--- src/rtl/bv8_basis_pipe.sv ---
// bv8_basis_pipe: AES forward/backward basis change on every share of every byte lane, behind a 2-entry elastic buffer.
// Latency: 1 cycle from an accepted input to out_valid (empty buffer, or one entry popping in the same cycle).
// Backpressure: in_ready = (count != 2) comes from registered state only; out_y/out_mode stay stable while stalled.
//
// Ports:
//   in_clock, in_reset_n       clock (rising edge), asynchronous active-low reset
//   in_valid/in_ready          upstream handshake; in_mode and in_x are sampled on push
//   in_x                       8*LANES*SHARES bits, byte (s*LANES+l) = share s of lane l
//   in_random                  only with BV8_BASIS_REFRESH_EN: 8*LANES*(SHARES-1) bits of fresh mask, sampled on push
//   out_valid/out_ready        downstream handshake
//   out_y, out_mode            head entry: transformed shares (same packing as in_x) and its mode
//
// Optional feature macro: BV8_BASIS_REFRESH_EN (share remasking; requires SHARES >= 2).
module bv8_basis_pipe #(
  parameter int LANES  = 4,
  parameter int SHARES = 2
) (
  input  logic                         in_clock,
  input  logic                         in_reset_n,
  input  logic                         in_valid,
  output logic                         in_ready,
  input  logic                         in_mode,
  input  logic [8*LANES*SHARES-1:0]    in_x,
`ifdef BV8_BASIS_REFRESH_EN
  input  logic [8*LANES*(SHARES-1)-1:0] in_random,
`endif
  output logic                         out_valid,
  input  logic                         out_ready,
  output logic [8*LANES*SHARES-1:0]    out_y,
  output logic                         out_mode
);

  localparam int W = 8 * LANES * SHARES;

`ifdef BV8_BASIS_REFRESH_EN
  if (SHARES < 2) begin : g_bad_shares
    $error("bv8_basis_pipe: BV8_BASIS_REFRESH_EN requires SHARES >= 2");
  end
`endif

  // Forward basis change for one byte (x[0] is the LSB).
  function automatic logic [7:0] fwd_map(input logic [7:0] x);
    logic [7:0] y;
    y[0] = x[1] ^ x[4] ^ x[6];
    y[1] = x[1] ^ x[4] ^ x[5];
    y[2] = x[0] ^ x[2] ^ x[3] ^ x[5] ^ x[6];
    y[3] = x[3] ^ x[4] ^ x[5] ^ x[6] ^ x[7];
    y[4] = x[3] ^ x[5] ^ x[7];
    y[5] = x[0] ^ x[6];
    y[6] = x[3] ^ x[7];
    y[7] = x[3] ^ x[5];
    return y;
  endfunction

  // Backward basis change for one byte.
  function automatic logic [7:0] bwd_map(input logic [7:0] x);
    logic [7:0] y;
    y[0] = x[2];
    y[1] = x[1] ^ x[5];
    y[2] = x[1] ^ x[4] ^ x[5] ^ x[7];
    y[3] = x[1] ^ x[2] ^ x[3] ^ x[4] ^ x[5] ^ x[6];
    y[4] = x[1] ^ x[6];
    y[5] = x[0] ^ x[2] ^ x[3] ^ x[5] ^ x[6] ^ x[7];
    y[6] = x[0] ^ x[1] ^ x[3] ^ x[5] ^ x[6] ^ x[7];
    y[7] = x[1] ^ x[4];
    return y;
  endfunction

  logic [W-1:0] xform;
  logic [W-1:0] head_q, head_d;
  logic [W-1:0] tail_q, tail_d;
  logic         head_mode_q, head_mode_d;
  logic         tail_mode_q, tail_mode_d;
  logic [1:0]   count_q, count_d;
  logic         push, pop;

  // The map is linear, so it is applied to each share on its own; shares are never mixed.
  always_comb begin
    xform = '0;
    for (int s = 0; s < SHARES; s++) begin
      for (int l = 0; l < LANES; l++) begin
        xform[8*(s*LANES+l) +: 8] = in_mode ? bwd_map(in_x[8*(s*LANES+l) +: 8])
                                            : fwd_map(in_x[8*(s*LANES+l) +: 8]);
      end
    end
`ifdef BV8_BASIS_REFRESH_EN
    // Each random byte lands on share s and on share 0 of the same lane, so the
    // XOR over all shares (the unmasked value) is unchanged.
    for (int l = 0; l < LANES; l++) begin
      for (int s = 1; s < SHARES; s++) begin
        xform[8*(s*LANES+l) +: 8] = xform[8*(s*LANES+l) +: 8] ^ in_random[8*((s-1)*LANES+l) +: 8];
        xform[8*l +: 8]           = xform[8*l +: 8] ^ in_random[8*((s-1)*LANES+l) +: 8];
      end
    end
`endif
  end

  assign in_ready  = (count_q != 2'd2);
  assign out_valid = (count_q != 2'd0);
  assign out_y     = head_q;
  assign out_mode  = head_mode_q;

  assign push = in_valid & in_ready;
  assign pop  = out_valid & out_ready;

  // Popped entries are left in place (not cleared); only reset wipes share data.
  always_comb begin
    head_d      = head_q;
    tail_d      = tail_q;
    head_mode_d = head_mode_q;
    tail_mode_d = tail_mode_q;
    count_d     = count_q;
    case ({push, pop})
      2'b10: begin
        if (count_q == 2'd0) begin
          head_d      = xform;
          head_mode_d = in_mode;
        end else begin
          tail_d      = xform;
          tail_mode_d = in_mode;
        end
        count_d = count_q + 2'd1;
      end
      2'b01: begin
        if (count_q == 2'd2) begin
          head_d      = tail_q;
          head_mode_d = tail_mode_q;
        end
        count_d = count_q - 2'd1;
      end
      2'b11: begin
        // Only reachable at count 1: there is no tail, the new entry becomes head.
        head_d      = xform;
        head_mode_d = in_mode;
      end
      default: ;
    endcase
  end

  always_ff @(posedge in_clock or negedge in_reset_n) begin
    if (!in_reset_n) begin
      head_q      <= '0;
      tail_q      <= '0;
      head_mode_q <= 1'b0;
      tail_mode_q <= 1'b0;
      count_q     <= 2'd0;
    end else begin
      head_q      <= head_d;
      tail_q      <= tail_d;
      head_mode_q <= head_mode_d;
      tail_mode_q <= tail_mode_d;
      count_q     <= count_d;
    end
  end

endmodule
--- config.mk ---
export PLATFORM = sky130hd
export DESIGN_NAME = bv8_basis_pipe
export DESIGN_NICKNAME = d
export VERILOG_FILES = /design/src/rtl/bv8_basis_pipe.sv
export SDC_FILE = /design/constraint.sdc
export NUM_CORES = 1
export LEC_CHECK = 0
export ABC_AREA = 1
export ABC_CLOCK_PERIOD_IN_PS = 3300
export BUFFER_PORTS_ARGS = -buffer_cell sky130_fd_sc_hd__buf_2
export CAP_MARGIN = 5
export CORE_MARGIN = 1
export CORE_UTILIZATION = 35
export CTS_BUF_LIST = sky130_fd_sc_hd__clkbuf_8 sky130_fd_sc_hd__clkbuf_16
export DETAILED_ROUTE_END_ITERATION = 10
export GPL_TIMING_DRIVEN = 0
export SETUP_SLACK_MARGIN = 0.02
export SLEW_MARGIN = 20
export SYNTH_ARGS = -nofsm -noshare
export SYNTH_HDL_FRONTEND = slang
export SYNTH_SLANG_ARGS = --single-unit
--- constraint.sdc ---
create_clock -name in_clock -period 3.3 [get_ports in_clock]
set_input_delay 0.66 -clock in_clock [delete_from_list [all_inputs] [get_ports in_clock]]
set_output_delay 0.66 -clock in_clock [all_outputs]
set_load 0.02 [all_outputs]
==> summary.md, run 1 <==
| Metric | Value |
|---|---|
| CP startpoint kind | `flop` |
| Largest net degree at the start of global routing | `80` |
| DR pass1 iterations | `5` |
| Global-route wire length before repair | `46400 µm` |
| Final Hold Vio Count | `0` |
| Avg Inst Size Synth | `6.616 µm²` |
| Syn nets | `around 1.4k` |
| N_diodes | `0` |
| Clock Tree Buf Depth | `2` |
| VDD IR max | `617.7 µV` |
| Vias per Instance | `about 5` |
| IO buf count | `124` |
| Highest Clock Rate | `0.3874 GHz` |
| Die width | `158.3 µm` |
| Postcts setup bufs | `0` |
| Post-layout net count | `1509` |
| Final WL | `30620 µm` |
| Pwr dens | `about 880 nW/µm²` |
| Pre-CTS WS | `621.7 ps` |
| Outcome | `finished, final reports clean` |
| Reg2reg path depth | `12` |
| # IOs | `136` |
| Setup TNS | `0 ps` |
| Cts hold-fix bufs | `0` |
| Setup violations, final | `0` |
| Die area | `25070 µm²` |
| Ys flop type | `dfrtp_1` |
| Critical path, cell by cell | `inv_2 -> nand2_2 -> nand2_1 -> inv_1 -> ha_1 -> clkbuf_1 -> inv_1 -> buf_2 -> buf_1 -> nand3_1 -> nand2_1 -> nand2_1` |
| Yosys warnings | `0` |
| Slew Limit Headroom | `35.35%` |
| Worst-skew pair later-pin latency | `430 ps` |
| Clock tree from TritonCTS | `yes` |
| HPWL after DPL | `21880 µm` |
| Die height | `158.3 µm` |
| Crit-path slowest cell | `buf_1` |
| Drt initial violations | `789` |
| Routed via count | `8852` |
| Post-synth cell types | `31` |
| Share of layout cells above drive strength 1 | `14.83%` |
| Initial antenna violation count | `0` |
| Synth top area share | `38.61%` |
| Post-layout util | `about 43%` |
| Core area | `23750 µm²` |
| Crit path DAT | `about 2900 ps` |
| Commonest cells post-synth | `nand2_1, dfrtp_1, nand3_1` |
| Cell taking the most area after synthesis | `dfrtp_1` |
| Antenna Nets Post-Route | `0` |
| GR Overflow Total | `0` |
| Seq cells post-synth | `roughly 130` |
| Max FO, Critical Path | `10` |
| Largest cells by area after synthesis | `dfrtp_1, nand2_1, nand3_1` |
| Most frequent CP cell | `nand2_1` |
| CP Data Required Time | `about 3600 ps` |
| Drt wl/cell | `17.31 µm` |
| EDFF count, synth | `0` |
| Initial Util | `36.01%` |
| GP Congestion | `just over 0.9` |
| Kind of end point of the critical path | `flop` |
| Clk_skew | `8.497 ps` |
| Launching point of the worst reg2reg path | `count_q[0]$_DFFE_PN0P_` |
| DR DRC count | `0` |
| Resize count post-CTS | `0` |
| Setup WS post-layout | `718.8 ps` |
| Max incr delay on CP | `700 ps` |
| Number of CTS-inserted buffers | `17` |
| Final Max Tran Viols | `0` |
| Seq/Total Area, Yosys | `about two fifths` |
| Async SR Flop Fraction | `100.0%` |
| # rows | `56` |
| FILL cells | `2533` |
| Fin crit period | `between 2000 and 3000 ps` |
| Global-route total usage across every layer | `25.26%` |
| Tightest Hold Check Type | `input pin to asynchronous set/reset pin` |
| Clk slew on worst S/H paths | `60 ps` |
| CP Class | `flop to flop` |
| Vias in the first global route | `8149` |
| Area Overhead vs Synth | `19.32%` |
| R2R setup slack | `720 ps` |
| Unrepaired setup endpoints after global routing | `false` |
| Max_cap viols | `0` |
| Clock sink count | `132` |
| Top-count cell post-synth | `nand2_1` |
| CTS H-tree depth | `4` |
| LEAKAGE | `0.005597 µW` |
| Clock root buffer master | `clkbuf_16` |
| Post-Syn Instances | `1293` |
| Worst slew pin tran | `969.7 ps` |
| RR Endpoint | `out_y[29]$_DFFE_PN0P_` |
| Final period util | `between 70% and 80%` |
| Post-Syn Area | `8554 µm²` |
[cell families after synthesis]
group | Yosys count | synth area share, %
adder cells (fa/ha/maj) | 3 | 0.4388
flip-flops | 132 | 38.61
XOR/XNOR | 63 | 6.450
AND/OR/NAND/NOR | 786 | 37.44
buffers and inverters | 154 | 7.460
AO/OA/AOI/OAI | 155 | 9.595
[cells in the final DEF, fill, tap and decap left out, types with 2 or more instances in the layout]
| master | count |
|---|---|
| o21ai_0 | 67 |
| nand2_2 | 5 |
| clkbuf_8 | 3 |
| nand3_1 | 122 |
| ha_1 | 3 |
| xnor2_1 | 17 |
| buf_2 | 156 |
| a31oi_1 | 9 |
| clkbuf_1 | 27 |
| or2_0 | 2 |
| or2_2 | 6 |
| inv_1 | 80 |
| nor2_1 | 74 |
| o211ai_1 | 2 |
| inv_2 | 9 |
| a21oi_1 | 32 |
| xor2_1 | 46 |
| buf_1 | 2 |
| a21boi_1 | 9 |
| nand2_1 | 559 |
| clkinvlp_4 | 3 |
| dfrtp_1 | 132 |
| clkinv_4 | 2 |
| clkinv_2 | 4 |
| clkbuf_16 | 17 |
| nand3b_1 | 10 |
| buf_6 | 2 |
| o21ai_1 | 33 |
| bufinv_16 | 2 |
| nand4_1 | 2 |
| or2_1 | 4 |
[registers in the layout (all words and copies together) (netlist names)]
name,count
count_q,2
out_mode,1
out_y,64
tail_mode_q,1
tail_q,64
[stage by stage]
stage / cells / cell area [µm²] / hold WS, ps / power [µW]
2_1_floorplan: 1293 / 8554 / 364.4 / 5482
3_3_place_gp: 1736 / 9574 / 457.1 / 7011
3_5_place_dp: 1737 / 9612 / 462.3 / 7081
5_1_grt: 1769 / 10210 / 181.2 / 9636
6_report: 1769 / 10210 / 137.5 / 9022
4_1_cts: 1769 / 10210 / 155.4 / 9018
[worst max path at each step]
stage                                   endpoint  slack, ps                   start  cells after the start
final                      out_y[29]$_DFFE_PN0P_        720  count_q[0]$_DFFE_PN0P_                     12
after CTS                  out_y[60]$_DFFE_PN0P_        780  count_q[0]$_DFFE_PN0P_                      9
after global routing       out_y[35]$_DFFE_PN0P_        570  count_q[0]$_DFFE_PN0P_                     13
after detailed placement   out_y[60]$_DFFE_PN0P_        620                in_valid                      8
after global placement    tail_q[53]$_DFFE_PN0P_       -350              in_reset_n                      1
after floorplan            out_y[13]$_DFFE_PN0P_       1410               out_ready                     10
[layout make-up]
type                            count  area, µm²  share of cell area [%]
Timing Repair Buffer              125      658.1                   6.448
Clock buffer                       20      466.7                   4.572
Sequential cell                   132       3303                   32.36
Clock inverter                     12      128.9                   1.263
Inverter                           89      334.1                   3.273
Buffer                             65      304.0                   2.979
Tap cell                          319      399.1                   3.910
Multi-Input combinational cell   1007       4613                   45.19
[layer usage]
layer  share of wire, %  wire, µm  GRT usage [%]
met3                6.3      1931          3.702
met5                  0         0              0
met4                2.0       605          8.013
met1                 47     14270          35.23
met2                 45     13810          40.12
[worst max-delay path: cells and delay by family, from the launching register on]
kind                     cells  cell delay (ps)
AND/OR/NAND/NOR              5              540
buffers and inverters        6             1330
flip-flops                   1              410
adder cells (fa/ha/maj)      1              170
[power breakdown]
| group | internal, µW | switching [µW] | total [µW] |
|---|---|---|---|
| combinational | 1320 | 2880 | 4200 |
| clock | 1170 | 751 | 1920 |
| sequential | 2430 | 469 | 2900 |
| total | 4920 | 4100 | 9020 |
Note: power is estimated with default switching activity, not from simulation.
==> inputs of run 2 (changes only) <==
--- a/config.mk
+++ b/config.mk
@@ -6,7 +6,7 @@
 export NUM_CORES = 1
 export LEC_CHECK = 0
 export ABC_AREA = 1
-export ABC_CLOCK_PERIOD_IN_PS = 3300
+export ABC_CLOCK_PERIOD_IN_PS = 2600
 export BUFFER_PORTS_ARGS = -buffer_cell sky130_fd_sc_hd__buf_2
 export CAP_MARGIN = 5
 export CORE_MARGIN = 1
==> constraint.sdc (replaced) <==
create_clock -name in_clock -period 2.6 [get_ports in_clock]
set_input_delay 0.52 -clock in_clock [delete_from_list [all_inputs] [get_ports in_clock]]
set_output_delay 0.52 -clock in_clock [all_outputs]
set_load 0.02 [all_outputs]
==> summary.md, run 2 (same netlist as run 1, synthesis figures left out) <==
| Metric | Value |
|---|---|
| Die height | `around 160 µm` |
| Number of CTS-inserted buffers | `17` |
| Kind of end point of the critical path | `flop` |
| RR Endpoint | `out_y[20]$_DFFE_PN0P_` |
| Highest Clock Rate | `between 0.4 and 0.5 GHz` |
| Clk slew on worst S/H paths | `60 ps` |
| Routed via count | `8823` |
| LEAKAGE | `0.005610 µW` |
| Die width | `158.3 µm` |
| Clock sink count | `about 130` |
| Final Max Tran Viols | `0` |
| Clock root buffer master | `clkbuf_16` |
| Die area | `25070 µm²` |
| CP Capture Point | `out_y[20]$_DFFE_PN0P_` |
| Commonest non-fill, non-tap cells in the layout | `nand2_1, buf_2, dfrtp_1` |
| Share of layout cells above drive strength 1 | `between 15 and 20%` |
| Clk_skew | `8.433 ps` |
| Unrepaired setup endpoints after global routing | `false` |
| Leading cell type in the layout, fill and taps excluded | `nand2_1` |
| Final WL | `30460 µm` |
| DR DRC count | `0` |
| CP startpoint | `count_q[0]$_DFFE_PN0P_` |
| Max FO, Critical Path | `10` |
| Outcome | `finished, violations left` |
| Vias per Instance | `4.990` |
| # rows | `56` |
| Launching point of the worst reg2reg path | `count_q[0]$_DFFE_PN0P_` |
| Fin crit period | `around 2300 ps` |
| Post-layout net count | `around 1.5k` |
| N_diodes | `0` |
| HPWL after DPL | `21880 µm` |
| Drt wl/cell | `17.23 µm` |
| FILL cells | `2536` |
| Initial antenna violation count | `0` |
| CTS H-tree depth | `4` |
| Worst slew pin tran | `between 900 and 1000 ps` |
| IO buf count | `124` |
| Area Overhead vs Synth | `19.35%` |
| VDD IR max | `815.0 µV` |
| Clock tree from TritonCTS | `yes` |
| CP Class | `flop to flop` |
| # IOs | `approximately 140` |
| Antenna Nets Post-Route | `0` |
| Tightest Hold Check Type | `input pin to asynchronous set/reset pin` |
| Pwr dens | `1119 nW/µm²` |
| Final period util | `88.89%` |
| Global-route wire length before repair | `46400 µm` |
| Crit path DAT | `2630 ps` |
| Clock Tree Buf Depth | `2` |
| GR Overflow Total | `0` |
| Drt initial violations | `726` |
| Slew Limit Headroom | `36.25%` |
| Post-layout util | `a little over two fifths` |
| Global-route total usage across every layer | `25.26%` |
| Failing checks | `negative hold slack` |
| Largest net degree at the start of global routing | `80` |
| Vias in the first global route | `8149` |
| WHS | `-8.574 ps` |
| Setup WS post-layout | `289.0 ps` |
| Reg2reg path depth | `8` |
| Postcts setup bufs | `0` |
| Final Hold Vio Count | `1` |
| Initial Util | `~36%` |
| Worst-skew pair later-pin latency | `between 400 and 500 ps` |
| R2R setup slack | `290 ps` |
| DR pass1 iterations | `5` |
| Setup violations, final | `0` |
| Pre-CTS WS | `around 62 ps` |
| CP startpoint kind | `flop` |
| GP Congestion | `between 0.9 and 1` |
| Max_cap viols | `0` |
| Core area | `23750 µm²` |
| CP Data Required Time | `between 2000 and 3000 ps` |
-- run 2: critical path: stages, from the launching register on --
cell	delay, ps
dfrtp_1	410
inv_2	90
nand2_1	90
nand2_1	130
ha_1	160
clkbuf_1	230
clkbuf_1	660
o21ai_0	270
o21a_1	160
-- run 2: per-stage QoR --
stage / cells / TNS [ps] / power (µW) / instance area [µm²]
after global routing: 1768 / 0 / 12230 / 10210
after CTS: 1769 / 0 / 11450 / 10210
after detailed placement: 1737 / 0 / 8988 / 9612
after global placement: 1736 / -118040 / 8899 / 9574
final: 1768 / 0 / 11430 / 10210
after floorplan: 1293 / 0 / 6958 / 8554
-- run 2: repair_timing --
item / 4_1_cts / 5_1_grt
hold buffers: 0 / 0
gates resized for setup: 0 / 9
setup endpoints to repair: 0 / 32
-- run 2: layer usage --
metal | wire length [µm] | up-vias | track usage [%]
met5 | 0 | - | 0
met4 | 663 | 0 | 8.013
met3 | 2128 | 53 | 3.702
met2 | 13780 | 351 | 40.12
met1 | 13890 | 4052 | 35.23
li1 | - | 4367 | -
-- run 2: power breakdown --
group	total [µW]	internal (µW)	switching, µW
Combinational	5310	1680	3630
Clock	2430	1480	950
Sequential	3680	3090	591
Total	11400	6250	5170
-- run 2: cell type report --
cell class                 instances  area (µm²)  share of cell area, %
tap                              319       399.1                  3.909
sequential                       132        3303                  32.35
inverter                          89       334.1                  3.272
buffer                            64       306.5                  3.002
clock inverter                    12       128.9                  1.262
multi-input combinational       1007        4613                  45.18
timing repair buffer             125       658.1                  6.446
clock buffer                      20       466.7                  4.571
-- run 2: how the worst min path moves through the flow --
stage | from | to | slack (ps) | cells past startpoint
after floorplan | in_reset_n | count_q[0]$_DFFE_PN0P_ | 220 | 0
after global placement | out_y[19]$_DFFE_PN0P_ | out_y[19]$_DFFE_PN0P_ | 460 | 2
after detailed placement | out_y[50]$_DFFE_PN0P_ | out_y[50]$_DFFE_PN0P_ | 460 | 2
after CTS | in_reset_n | tail_q[1]$_DFFE_PN0P_ | 20 | 1
after global routing | in_reset_n | out_y[6]$_DFFE_PN0P_ | 40 | 1
final | in_reset_n | out_y[6]$_DFFE_PN0P_ | -9 | 1
